$ cat config.mk
export PLATFORM = sky130hd
export DESIGN_NAME = restriction_equiv_sweeper
export DESIGN_NICKNAME = d
export VERILOG_FILES = /design/src/rtl/restriction_equiv_sweeper.sv
export SDC_FILE = /design/constraint.sdc
export NUM_CORES = 1
export LEC_CHECK = 0
export ABC_AREA = 0
export CAP_MARGIN = 20
export CORE_MARGIN = 4
export CORE_UTILIZATION = 55
export DETAILED_ROUTE_END_ITERATION = 6
export GPL_ROUTABILITY_DRIVEN = 0
export PLACE_DENSITY = 0.84
export SETUP_SLACK_MARGIN = 0.05
export SLEW_MARGIN = 40
export SYNTH_ARGS = -nofsm -noshare
export SYNTH_HDL_FRONTEND = slang
export SYNTH_SLANG_ARGS = --single-unit
$ cat constraint.sdc
create_clock -name clk -period 3.5 [get_ports clk]
set_clock_uncertainty 0.1 [all_clocks]
set_input_delay 0.7 -clock clk [delete_from_list [all_inputs] [get_ports clk]]
set_output_delay 0.7 -clock clk [all_outputs]
set_load 0.01 [all_outputs]
$ cat src/rtl/restriction_equiv_sweeper.sv
// Exhaustive equivalence sweeper: drives vectors 0..2^NIN-1 to an original and a restricted
// datapath and compares their LAT-aligned outputs. Define EVAL_READY_EN for eval_ready_i flow control.
module restriction_equiv_sweeper #(
  parameter int NIN          = 5,
  parameter int LAT          = 0,
  parameter int STOP_ON_FAIL = 0
) (
  input  logic           clk,
  input  logic           rst_n,
  input  logic           start,
  input  logic           abort,
  output logic [NIN-1:0] vec_o,
  output logic           vec_valid_o,
  input  logic           f_ref_i,
  input  logic           f_res_i,
  output logic           busy,
  output logic           done,
  output logic           pass,
  output logic [NIN-1:0] fail_vec,
  output logic [NIN:0]   mismatch_count
`ifdef EVAL_READY_EN
  ,
  input  logic           eval_ready_i
`endif
);

  typedef enum logic [1:0] {IDLE, SWEEP, DRAIN, DONE} state_t;

  localparam logic [NIN:0] LAST      = {1'b0, {NIN{1'b1}}};
  localparam logic [NIN:0] SAT       = {1'b1, {NIN{1'b0}}};
  localparam logic [2:0]   DRAIN_END = 3'(LAT - 1);
  localparam logic         STOP_EN   = (STOP_ON_FAIL != 0);

  state_t         state, state_nxt;
  logic           adv;
  logic [NIN:0]   cnt;
  logic [2:0]     dcnt;
  logic           fail_seen;
  logic           full_ok;
  logic           cmp_vld;
  logic [NIN-1:0] cmp_vec;
  logic           idle_like, start_hit, abort_hit;
  logic           mismatch, first_stop, last_acc;

`ifdef EVAL_READY_EN
  assign adv = eval_ready_i;
`else
  assign adv = 1'b1;
`endif

  assign idle_like   = (state == IDLE) || (state == DONE);
  assign start_hit   = start & idle_like;
  assign abort_hit   = abort & ~idle_like;
  assign vec_o       = cnt[NIN-1:0];
  assign vec_valid_o = (state == SWEEP);
  assign busy        = ~idle_like;
  assign done        = (state == DONE);
  assign pass        = done & full_ok & (mismatch_count == '0);

  // Results still in flight when an abort lands are discarded, not counted.
  assign mismatch   = cmp_vld & adv & ~abort_hit & (f_ref_i ^ f_res_i);
  assign first_stop = STOP_EN & mismatch & ~fail_seen & vec_valid_o;
  assign last_acc   = vec_valid_o & adv & (cnt == LAST);

  // Stage boundary: vec_o -> LAT-deep alignment with the datapath outputs
  if (LAT == 0) begin : g_nodly
    assign cmp_vld = vec_valid_o;
    assign cmp_vec = vec_o;
  end else begin : g_dly
    logic [NIN-1:0] vec_p [LAT];
    logic [LAT-1:0] vld_p;

    always_ff @(posedge clk or negedge rst_n) begin
      if (!rst_n) begin
        for (int i = 0; i < LAT; i++) vec_p[i] <= '0;
        vld_p <= '0;
      end else if (start_hit || abort_hit) begin
        vld_p <= '0;
      end else if (adv) begin
        vec_p[0] <= vec_o;
        vld_p[0] <= vec_valid_o;
        for (int i = 1; i < LAT; i++) begin
          vec_p[i] <= vec_p[i-1];
          vld_p[i] <= vld_p[i-1];
        end
      end
    end

    assign cmp_vld = vld_p[LAT-1];
    assign cmp_vec = vec_p[LAT-1];
  end

  always_ff @(posedge clk or negedge rst_n) begin
    if (!rst_n) state <= IDLE;
    else        state <= state_nxt;
  end

  always_comb begin
    state_nxt = state;
    case (state)
      IDLE, DONE: if (start) state_nxt = SWEEP;
      SWEEP: begin
        if (abort)                       state_nxt = DONE;
        else if (first_stop || last_acc) state_nxt = (LAT == 0) ? DONE : DRAIN;
      end
      DRAIN: begin
        if (abort)                           state_nxt = DONE;
        else if (adv && dcnt == DRAIN_END)   state_nxt = DONE;
      end
      default: state_nxt = IDLE;
    endcase
  end

  // Stage boundary: vector counter, drain timer and result registers
  always_ff @(posedge clk or negedge rst_n) begin
    if (!rst_n) begin
      cnt            <= '0;
      dcnt           <= '0;
      fail_seen      <= 1'b0;
      full_ok        <= 1'b0;
      fail_vec       <= '0;
      mismatch_count <= '0;
    end else if (start_hit) begin
      cnt            <= '0;
      dcnt           <= '0;
      fail_seen      <= 1'b0;
      full_ok        <= 1'b0;
      fail_vec       <= '0;
      mismatch_count <= '0;
    end else begin
      if (vec_valid_o && adv && !abort_hit && !first_stop && cnt != LAST)
        cnt <= cnt + 1'b1;
      if (abort_hit)
        full_ok <= 1'b0;
      else if (last_acc)
        full_ok <= 1'b1;
      if (state == SWEEP)
        dcnt <= '0;
      else if (state == DRAIN && adv)
        dcnt <= dcnt + 3'd1;
      if (mismatch) begin
        if (mismatch_count != SAT) mismatch_count <= mismatch_count + 1'b1;
        if (!fail_seen) begin
          fail_vec  <= cmp_vec;
          fail_seen <= 1'b1;
        end
      end
    end
  end

endmodule
-- Word level (Yosys, flattened, before mapping)
Index checks and enable logic that the tools add are counted.
- bits in registers: 24
- output and inout port bits: 20
- logic and storage cells: 68
- input bits: 6
- equality and inequality tests: 11
- bitwise logic cells: 10
- mux-type cells: 22
- reductions and logical operators: 15
- add/sub/neg operators: 3
- operators by type and width (kind ; number):
    2-to-1 mux 6 bit ; 5
    2-to-1 mux 5 bit ; 3
    adder 6 x 1 -> 6 bit, second input constant ; 2
    2-to-1 mux 2 bit ; 5
    2-to-1 mux 3 bit ; 3
    AND 1 bit ; 7
    equality test 6 x 5 -> 1 bit, second input constant ; 1
    zero test 6 bit ; 1
    inequality test 6 x 5 -> 1 bit, second input constant ; 1
    inequality test 6 bit, second input constant ; 1
    one-hot mux 2 bit (3 select lines) ; 1
    nonzero test 2 bit ; 3
    nonzero test 3 bit ; 2
    2-to-1 mux 1 bit ; 5
    equality test 2 bit, second input constant ; 2
    AND reduction 2 bit ; 2
    adder 3 x 1 -> 3 bit, second input constant ; 1
    equality test 3 bit, second input constant ; 1
    inequality test 3 x 2 -> 1 bit, second input constant ; 1
    inequality test 3 bit, second input constant ; 1
    AND reduction 3 bit ; 1
    equality test 2 x 1 -> 1 bit, second input constant ; 1
    logical AND 1 bit ; 2
    zero test 2 bit ; 1
    other kinds (7) ; 8

-- Depth between registers and ports, before layout
- depth after elaboration: 9
- depth in mapped cells: 7
- gate-level depth less buffers: 6

-- Worst setup path before layout
Ideal clock, no wire load.
- kind: register -> output
- from: register mismatch_count[0]
- to: output port pass
- data arrival time: 1.234 ns
- stages on the path, launching flop included: 5
- buffers on the path: 0
- data required time: 2.700 ns
- slack: 1.466 ns
- cell sequence: dfrtp_1 -> inv_1 -> ha_1 -> nor4b_2 -> and4b_1
- cells in the longest elaborated chain, start to end: 2
- ends and longest elaborated chain (item ; line ; source):
    start: declaration ; 20 ; output logic [NIN:0] mismatch_count
    start signal: assignment ; 142 ; if (mismatch_count != SAT) mismatch_count <= mismatch_count + 1'b1;
    zero test 6 bit ; 58 ; assign pass = done & full_ok & (mismatch_count == '0);
    AND 1 bit ; 58 ;
    end: declaration ; 18 ; output logic pass,
No other way between the ends.

-- Worst setup path after layout
Ends and elaborated chain as after synthesis.

==> flow_metrics.tcl <==
set metrics [dict create \
    status "finished clean" \
    cts_buffer_depth 2 \
    dp_cells 183 \
    core_um2 2300 \
    slowest_stage "clkdlybuf4s50_1" \
    pin_count 26 \
    setup_viol 0 \
    cp_cell_sequence "inv_1 > ha_1 > nor4b_2 > and4b_1 > clkdlybuf4s50_1" \
    vias 1096 \
    cp_data_arrival_time_ps 2120 \
    fp.dieH_um 58.2 \
    finalCriticalPeriod_ps 2920 \
    cts_hold_buf 0 \
    wl_mm 2.87 \
    wl_per_cell_um 15.4 \
    start_util 0.602 \
    synthAdderAreaFrac 0.0723 \
    drc 0 \
    leakage_nw 0.706 \
    ys_ff_latch 24 \
    num_rows 17 \
    grt_pass1_wl_mm 4.84 \
    cts-resized-gates 0 \
    tightest_slew_ps 715 \
    ys_top_cells_by_area "dfrtp_1 43%, ha_1 7.2%, nand3_2 3.6%" \
    rsz0062_at_grt "no" \
    drt-pass1-iter-count 6 \
    yosys.area_share.simple 0.239 \
    irDropWorstVdd_uv 442 \
    synth_top_area_share 0.434 \
    cts_inserted_buffers 3 \
    synth_mux_area_frac 0.0289 \
    cts_num_sinks 24 \
    netlist_instances 138 \
    yosys_warnings 0 \
    cp-end-kind "output port" \
    critPathTopFamily "buffers and inverters" \
    antenna_cells 0 \
    htreeDepth 1 \
    final_nets 174 \
    areaGrowthSynthToFinish_pct 20.4 \
    synth_top_cell_by_area "dfrtp_1" \
    p_per_area_nw_per_um2 586 \
    drive_above_1_share 0.113 \
    fin_util 0.725 \
    clk_pin_slew_ps 140 \
    maxSlewHeadroom 0.522 \
    hp-class "flip-flop to flip-flop" \
    grt_pass1_vias 1076 \
    drt_iter0_drc 30 \
    grt_max_degree 25 \
    fin_crit_sh 0.835 \
    hpwl_mm 2.09 \
    final_cells 187 \
    synth_xor_area_frac 0.0316 \
    crit_path_max_fanout 6 \
    maxCapViolCount 0 \
    cp.required_ps 2700 \
    fmax_ghz 0.342 \
    via_per_inst 5.86 \
    cpPeakStageDelay_ps 530 \
    path_class "flip-flop to output port" \
    synth-compound-area-share 0.133 \
    die-area_um2 3380 \
    grt_overflow 0 \
    critPathBufInv 2 \
    ant_nets 0 \
    numPortBuffers 25 \
    finalSetupTns_ps 0 \
    synth_top_family_by_area "simple AND/OR/NAND/NOR gates" \
    insertion_delay_ps 310 \
    syn_avg_cell_area_um2 10.0 \
    hold_viol 0 \
    ys_seq_area_frac 0.434 \
    grt_usage 0.182 \
    dieWidth_um 58.2 \
    synth_nets 152 \
    yosysUniqueCellTypes 36 \
    syn_area_um2 1380 \
    slew_violations 0 \
    antenna_found_initial 0 \
    post_cts_buffers 0 \
    start_kind "flip-flop" \
    clockRootBuffer "clkbuf_4" \
    cts_tree "done" \
]
==> cell usage after synthesis <==
library cell	n
o2bb2ai_1	1
a21oi_1	4
dfrtp_1	24
and4b_1	1
mux2i_1	4
o21ai_2	5
xnor2_1	3
xor2_1	2
nor4_1	2
a31o_1	1
nor4b_2	1
buf_4	5
nor3_1	6
or4_1	3
nor2_1	11
buf_2	2
buf_6	1
nand2_1	13
a2111oi_4	1
o21ai_0	4
clkbuf_1	1
o31ai_1	2
nand2b_1	3
o211ai_1	3
and3_1	1
a31oi_1	2
nand4_1	2
nand3_1	5
nand3_2	5
nand4_2	1
nor2b_1	2
and2_1	1
or3_1	1
ha_1	8
inv_1	6
o21ai_1	1
==> cell type report <==
type                       instances  area (um^2)
clock inverter                     1         30.0
fill                             170          631
sequential                        24          601
multi-input combinational         99          698
tap                               28         35.0
clock buffer                       3         22.5
inverter                           6         22.5
timing repair buffer              26          258
==> report_power, final <==
group | total, W | switching (W) | internal (W)
combinational | 0.000404 | 0.000232 | 0.000172
clock | 0.000201 | 0.0000849 | 0.000116
sequential | 0.000372 | 0.0000546 | 0.000318
total | 0.000977 | 0.000371 | 0.000606
==> registers in the layout, indices dropped and copies added (netlist names) <==
| signal | flops |
|---|---|
| full_ok | 1 |
| state | 2 |
| fail_seen | 1 |
| mismatch_count | 6 |
| fail_vec | 5 |
| cnt | 6 |
| dcnt | 3 |
==> metal layers <==
metal  part of all wire  GRT usage  vias up
li1                   -          -      526
met1               0.43      0.232      536
met2               0.51      0.323       34
met3              0.057     0.0312        0
met4                  0     0.0364        0
met5                  0          0        -
==> cells in the final DEF, fill, tap and decap left out, types with 4 or more instances in the layout <==
master / synthesis / final
nor3_1: 6 / 6
nand2_1: 13 / 13
dfrtp_1: 24 / 24
nand3_2: 5 / 5
o21ai_0: 4 / 4
ha_1: 8 / 8
o21ai_2: 5 / 5
clkdlybuf4s50_1: 0 / 25
a21oi_1: 4 / 4
nor2_1: 11 / 11
mux2i_1: 4 / 4
inv_1: 6 / 6
nand3_1: 5 / 5
==> cells by family after synthesis <==
group | count (synthesis)
AOI/OAI and AO/OA | 24
xor gates and xnor gates | 5
buffers and inverters | 15
DFF | 24
and+or+nand+nor | 58
muxes | 4
adders and majority gates | 8
==> metrics by stage <==
stage / area, um^2 / total power [W] / setup slack [ps] / hold slack [ps]
3_3_place_gp: 1610 / 0.000763 / 906 / 380
2_1_floorplan: 1380 / 0.000641 / 1470 / 304
6_report: 1670 / 0.000977 / 579 / 429
4_1_cts: 1670 / 0.000983 / 556 / 432
5_1_grt: 1670 / 0.00104 / 430 / 455
3_5_place_dp: 1610 / 0.000780 / 871 / 392
==> path summary, 6_finish.rpt <==
path / from / to / slack (ps) / cells after the start
min reg2reg: fail_seen$_DFFE_PN0P_ / fail_seen$_DFFE_PN0P_ / 430 / 2
min: fail_seen$_DFFE_PN0P_ / fail_seen$_DFFE_PN0P_ / 430 / 2
max reg2reg: state[1]$_DFFE_PN0P_ / fail_vec[2]$_DFFE_PN0P_ / 1070 / 6
max in group asynchronous: rst_n / dcnt[1]$_DFFE_PN0P_ / 2440 / 2
min in group asynchronous: rst_n / mismatch_count[4]$_DFFE_PN0P_ / 620 / 2
max: mismatch_count[0]$_DFFE_PN0P_ / pass / 580 / 5
==> worst reg2reg max path: cells and delay by family, from the launching register on <==
| family | cells | cell delay [ps] |
|---|---|---|
| buffers and inverters | 2 | 290 |
| DFF | 1 | 440 |
| AOI/OAI and AO/OA | 1 | 70 |
| adders and majority gates | 1 | 430 |
| and+or+nand+nor | 2 | 1000 |
(Power assumes the default switching activity.)
